--- config.mk ---
export PLATFORM = sky130hd
export DESIGN_NAME = m1resetctl
export DESIGN_NICKNAME = d
export VERILOG_FILES = /design/src/rtl/m1resetctl_pkg.sv /design/src/rtl/m1resetctl_debounce.sv /design/src/rtl/m1resetctl.sv
export SDC_FILE = /design/constraint.sdc
export NUM_CORES = 1
export LEC_CHECK = 0
export BUFFER_PORTS_ARGS = -buffer_cell sky130_fd_sc_hd__buf_2
export CORE_UTILIZATION = 59
export CTS_CLUSTER_DIAMETER = 200
export DETAILED_ROUTE_END_ITERATION = 8
export GPL_TIMING_DRIVEN = 0
export PLACE_DENSITY = 0.87
export SKIP_LAST_GASP = 1
export SYNTH_ARGS = -nofsm -noshare
export SYNTH_HDL_FRONTEND = slang
export SYNTH_SLANG_ARGS = --single-unit
--- constraint.sdc ---
create_clock -name sys_clk -period 4.7 [get_ports sys_clk]
set_input_delay 0.47 -clock sys_clk [delete_from_list [all_inputs] [get_ports sys_clk]]
set_output_delay 0.47 -clock sys_clk [all_outputs]
set_load 0.02 [all_outputs]
--- src/rtl/m1resetctl_pkg.sv ---
// rtl/m1resetctl_pkg.sv - shared constants and types for the reset-request initiator
//
// Purpose: CSR register offsets, the watchdog kick key, CAUSE bit positions
//          and the request FSM state encoding used by m1resetctl.
// Ports:   none (package).
package m1resetctl_pkg;

  localparam logic [1:0] REG_CTRL    = 2'd0;
  localparam logic [1:0] REG_TIMEOUT = 2'd1;
  localparam logic [1:0] REG_KICK    = 2'd2;
  localparam logic [1:0] REG_CAUSE   = 2'd3;

  localparam logic [31:0] KICK_KEY = 32'h5A5A_A5A5;

  localparam int CAUSE_BTN = 0;
  localparam int CAUSE_SW  = 1;
  localparam int CAUSE_WDT = 2;

  typedef enum logic [1:0] {
    IDLE  = 2'd0,
    PULSE = 2'd1,
    HOLD  = 2'd2
  } req_state_t;

endpackage

--- src/rtl/m1resetctl_debounce.sv ---
// rtl/m1resetctl_debounce.sv - button synchroniser and saturating debounce counter
//
// Purpose: turns a raw asynchronous button level into a single one-cycle
//          request once it has been stable-pressed for debounce_len cycles.
// Ports:   sys_clk  system clock
//          sys_rst  asynchronous active-high reset
//          raw      raw button level, asynchronous to sys_clk
//          pressed  one-cycle pulse when the press is accepted
module m1resetctl_debounce #(
  parameter logic [19:0] debounce_len = 20'd1000000
) (
  input  logic sys_clk,
  input  logic sys_rst,
  input  logic raw,
  output logic pressed
);

  localparam logic [19:0] LAST = debounce_len - 20'd1;

  logic        sync_a;
  logic        sync_b;
  logic [19:0] count;

  always_ff @(posedge sys_clk or posedge sys_rst) begin
    if (sys_rst) begin
      sync_a  <= 1'b0;
      sync_b  <= 1'b0;
      count   <= '0;
      pressed <= 1'b0;
    end else begin
      sync_a  <= raw;
      sync_b  <= sync_a;
      pressed <= 1'b0;
      if (!sync_b) begin
        count <= '0;
      end else if (count != LAST) begin
        // Pulse coincides with the counter landing on LAST; once there the
        // counter holds, so no repeat until the button is released.
        count   <= count + 20'd1;
        pressed <= (count + 20'd1 == LAST);
      end
    end
  end

endmodule

--- src/rtl/m1resetctl.sv ---
// rtl/m1resetctl.sv - reset-request initiator (button, software, watchdog)
//
// Purpose: merges button, CSR software and watchdog requests into one
//          trigger_reset pulse and records the cause for boot software.
// Ports:   sys_clk        system clock
//          sys_rst        asynchronous active-high reset
//          csr_a/we/di    CSR address, write strobe, write data
//          csr_do         registered CSR read data (0 when bank not selected)
//          btn_reset      raw front-panel button, active-high
//          trigger_reset  reset request to the reset generator
//          wdt_irq        watchdog early-warning interrupt (level)
module m1resetctl
  import m1resetctl_pkg::*;
#(
  parameter logic [3:0]  csr_addr     = 4'h0,
  parameter logic [19:0] debounce_len = 20'd1000000,
  parameter logic [7:0]  pulse_len    = 8'd16
) (
  input  logic        sys_clk,
  input  logic        sys_rst,
  input  logic [13:0] csr_a,
  input  logic        csr_we,
  input  logic [31:0] csr_di,
  output logic [31:0] csr_do,
  input  logic        btn_reset,
  output logic        trigger_reset,
  output logic        wdt_irq
);

  logic        sel;
  logic        wr;
  logic        btn_req;
  logic        sw_req;
  logic        wdt_req;
  logic        bad_kick;
  logic        good_kick;
  logic        wdt_en;
  logic [31:0] timeout;
  logic [31:0] wdt_count;
  logic [2:0]  req_vec;
  logic        latch_cause;
  logic [7:0]  pulse_cnt;
  logic [7:0]  pulse_cnt_d;
  req_state_t  state;
  req_state_t  state_d;
  logic        unused_addr;

  // Not touched by sys_rst: must survive the reset it reports on.
  logic [2:0]  cause = 3'b000;

  assign sel         = (csr_a[13:10] == csr_addr);
  assign wr          = sel && csr_we;
  assign unused_addr = ^csr_a[9:2];

  assign sw_req    = wr && (csr_a[1:0] == REG_CTRL) && csr_di[1];
  assign good_kick = wr && (csr_a[1:0] == REG_KICK) && (csr_di == KICK_KEY);
  assign bad_kick  = wr && (csr_a[1:0] == REG_KICK) && (csr_di != KICK_KEY);
  assign wdt_req   = (wdt_en && (wdt_count == 32'd0)) || bad_kick;
  assign wdt_irq   = wdt_en && (wdt_count < (timeout >> 2));

  m1resetctl_debounce #(
    .debounce_len(debounce_len)
  ) u_debounce (
    .sys_clk(sys_clk),
    .sys_rst(sys_rst),
    .raw    (btn_reset),
    .pressed(btn_req)
  );

  always_comb begin
    req_vec            = 3'b000;
    req_vec[CAUSE_BTN] = btn_req;
    req_vec[CAUSE_SW]  = sw_req;
    req_vec[CAUSE_WDT] = wdt_req;
  end

  // Watchdog and writable registers
  always_ff @(posedge sys_clk or posedge sys_rst) begin
    if (sys_rst) begin
      wdt_en    <= 1'b0;
      timeout   <= '0;
      wdt_count <= '0;
    end else begin
      if (wr && (csr_a[1:0] == REG_TIMEOUT)) timeout <= csr_di;
      if (wr && (csr_a[1:0] == REG_CTRL))    wdt_en  <= csr_di[0];
      if (wr && (csr_a[1:0] == REG_CTRL) && csr_di[0] && !wdt_en) begin
        wdt_count <= timeout;
      end else if (good_kick) begin
        wdt_count <= timeout;
      end else if (wdt_en && (wdt_count != 32'd0)) begin
        wdt_count <= wdt_count - 32'd1;
      end
    end
  end

  always_comb begin
    state_d     = state;
    pulse_cnt_d = pulse_cnt;
    latch_cause = 1'b0;
    case (state)
      IDLE: begin
        if (|req_vec) begin
          latch_cause = 1'b1;
          pulse_cnt_d = pulse_len - 8'd1;
          state_d     = PULSE;
        end
      end
      PULSE: begin
        if (pulse_cnt == 8'd0) state_d = HOLD;
        else                   pulse_cnt_d = pulse_cnt - 8'd1;
      end
      HOLD:    state_d = HOLD;
      default: state_d = IDLE;
    endcase
  end

  always_ff @(posedge sys_clk or posedge sys_rst) begin
    if (sys_rst) begin
      state         <= IDLE;
      pulse_cnt     <= '0;
      trigger_reset <= 1'b0;
    end else begin
      state         <= state_d;
      pulse_cnt     <= pulse_cnt_d;
      trigger_reset <= (state_d == PULSE);
    end
  end

  // A newly latched cause wins over a same-cycle clearing write.
  always_ff @(posedge sys_clk) begin
    if (latch_cause) begin
      cause <= req_vec;
    end else if (wr && (csr_a[1:0] == REG_CAUSE)) begin
      cause <= 3'b000;
    end
  end

  always_ff @(posedge sys_clk or posedge sys_rst) begin
    if (sys_rst) begin
      csr_do <= '0;
    end else if (!sel) begin
      csr_do <= '0;
    end else begin
      case (csr_a[1:0])
        REG_CTRL:    csr_do <= {31'd0, wdt_en};
        REG_TIMEOUT: csr_do <= timeout;
        REG_KICK:    csr_do <= wdt_count;
        REG_CAUSE:   csr_do <= {29'd0, cause};
        default:     csr_do <= '0;
      endcase
    end
  end

endmodule
==> results by group <==
Synth
  • Synth top area share: 44.53%
  • Synth top cells by count: dfrtp_1, nor2_1, nand2_1, inv_1, mux2_2
  • Syn Inst Count: 736
  • Syn_nets: 821
  • Register bit total from synthesis: 134
  • Count leader, synth: dfrtp_1
  • Asr flop ratio synth: 97.76%
  • Most used flip-flop cell after synthesis: dfrtp_1
  • Yosys warning count: 0
  • Mapped cell area: 7362 um^2
  • Mean Syn Cell Area: 10.00 um^2
  • Top cells by area, synth: dfrtp_1, ha_1, mux2_2
  • Area leader, netlist: dfrtp_1
  • Post-synth EDFFs: 3
  • Synth cell types: 64
  • Seq/Total Area, Yosys: 45.75%

Clocking
  • Clk buf depth: 2
  • CTS clk-pin slew, worst paths: 0.06 ns
  • CTS resizes: 0
  • Htree depth: 4
  • Post-CTS Setup Bufs: 0
  • Clk_lat worst skew: 0.43 ns
  • CTS tree: yes
  • CTS root buf: clkbuf_16
  • Total CTS buffers: 17
  • Cts hold-fix bufs: 0
  • CTS sink cnt: 134

Setup path
  • RR Startpoint: wdt_count[0]
  • Crit path max-delay family: simple AND/OR/NAND/NOR gates
  • Worst setup EP type: primary output
  • Crit path kind: flop to primary output
  • R2R Setup Slk: 1.29 ns
  • Crit path launch type: flop
  • Critical Path AT: 3.19 ns
  • CP Launch Point: wdt_en
  • Critical path's slowest cell: or4b_2
  • CP Data Required Time: 4.23 ns
  • Worst-path maximum fanout: 9
  • Buf+Inv Stages, Crit Path: 2
  • Crit path largest cell delay: 0.65 ns
  • CP Cell Sequence: clkbuf_1, or4b_2, a2111oi_0, nor2_1, or3_1, o211ai_1, buf_2

Pwr
  • PwrDens: 383.2 nW/um^2
  • Leakage power total: 3.815 nW
  • Overall power: 3.253 mW
  • Worst vdd ir: 0.0003128 V

Global routing
  • Grt ovf: 0
  • M1 GR Usage: 38.14%
  • Met3 Use GR: 8.980%
  • All-Layer GR Usage: 32.04%
  • Initial antenna violation count: 0
  • Met2 usage: 53.29%
  • Gr busiest metal: met2
  • Number of global-route vias before repair: 6485
  • Pin count of the biggest net entering global routing: 77
  • First-pass GRT wire length: 31730 um

Run
  • Number of max-cap violations: 0

Cells and area
  • Area Growth Syn to Fin: 15.30%
  • Final net count: 914
  • Ant. Diodes: 0
  • FF+latch area: 3368 um^2
  • Number of fill cells: 900
  • Footprint of the multi-input gates: 3679 um^2
  • Fraction of layout cells with a size suffix above 1: 18.12%
  • Final Util: 70.08%
  • Final Non-Filler Cells: 1007

Routing
  • Drt pass-1 iters: 6
  • Via-to-Cell Ratio: 6.434
  • Routed len/inst: 19.45 um
  • ANT nets after route: 0
  • DRT Wirelength: 19590 um
  • Drt drc: 0
  • Routed vias: 6479
  • DR iter-0 viols: 649

Place
  • HPWL after DPL: 13700 um
  • Dpl cells: 978
  • # port buffers: 73
  • Place WS: 1.328 ns
  • Routability congestion estimate from global placement: 0.9629

STA
  • Fin. max-slew vios: 0
  • Final worst setup slack: 1.039 ns
  • RSZ-0062 raised after global routing: no
  • Final setup fails: 0
  • Least-Margin Pin Slew: 1.103 ns
  • Setup Skew: 0.006396 ns
  • Fin crit share: 77.88%
  • Final Critical Period: 3.661 ns
  • Slew margin rel.: 25.79%
  • Hold Vio Cnt, Final: 0
  • Peak Freq: 0.2732 GHz

Floorplan
  • I/O pin total: 84
  • Core area: 12110 um^2
  • # rows: 40
  • Die area: 12930 um^2
  • Die Wd: 113.7 um
  • Starting Density: 60.79%
  • Die Span Y: 113.7 um

Run status
  • Status: complete, no violations

Worst hold path
  • HP Class: input port to asynchronous set/reset pin
final timing paths:
kind,end,cells past startpoint
setup reg to reg,wdt_count[6],9
hold reg to reg,u_debounce.sync_b,0
hold / removal,timeout[2],2
max in group asynchronous,timeout[29],3
min in group sys_clk,u_debounce.sync_a,1
setup / recovery,wdt_irq,7
flip-flops by register name, summed over array words and instances (netlist names):
name	flops
wdt_count	32
timeout	32
pulse_cnt	8
csr_do	32
u_debounce.sync_b	1
state	2
u_debounce.count	20
u_debounce.pressed	1
u_debounce.sync_a	1
wdt_en	1
trigger_reset	1
cause	3
cell usage in the layout, fill, tap and decap left out, types with 15 or more instances in the layout:
cell type / netlist / layout
nand4_1: 17 / 17
nor2_1: 73 / 73
nand2_1: 46 / 46
xor2_1: 15 / 15
ha_1: 35 / 35
dfrtp_1: 131 / 131
o21ai_0: 18 / 18
xnor2_1: 17 / 17
inv_1: 37 / 36
a22oi_1: 35 / 35
nand3_1: 24 / 24
clkbuf_16: 0 / 17
a21oi_1: 20 / 20
clkbuf_1: 30 / 34
nor3_1: 21 / 21
buf_2: 3 / 76
mux2_2: 37 / 37
stage by stage:
| step | hold WS, ns | cell area [um^2] | TNS (ns) |
|---|---|---|---|
| finish | 0.09354 | 8488 | 0 |
| global placement | 0.3387 | 7938 | -71.38 |
| detailed placement | 0.3426 | 7970 | 0 |
| global route | 0.1293 | 8488 | 0 |
| floorplan | 0.3312 | 7362 | 0 |
| CTS | 0.1037 | 8488 | 0 |
layer usage:
layer | wire length, um | part of all wire, %
met1 | 7314 | 37
met3 | 1764 | 9.0
met5 | 0 | 0
met4 | 708 | 3.6
met2 | 9803 | 50
cell type report:
type                       count  share of cell area (%)
inverter                      37                   1.695
clock buffer                  25                   5.837
clock inverter                 4                  0.2653
sequential                   134                   39.68
multi-input combinational    525                   43.34
tap                          168                   2.476
buffer                        40                   2.078
timing repair buffer          74                   4.629
report_power, final:
part           internal [mW]  switching (mW)  total, mW
clock                  0.717           0.471       1.19
combinational          0.282           0.359      0.640
sequential              1.27           0.154       1.42
total                   2.27           0.984       3.25
logic make-up after synthesis:
logic type | share of synthesized area, %
xor gates and xnor gates | 3.807
DFF | 45.75
muxes | 6.441
and+or+nand+nor | 19.46
AOI/OAI and AO/OA | 14.31
adders and majority gates | 5.948
buffers and inverters | 4.283
Note: power is estimated with default switching activity, not from simulation.
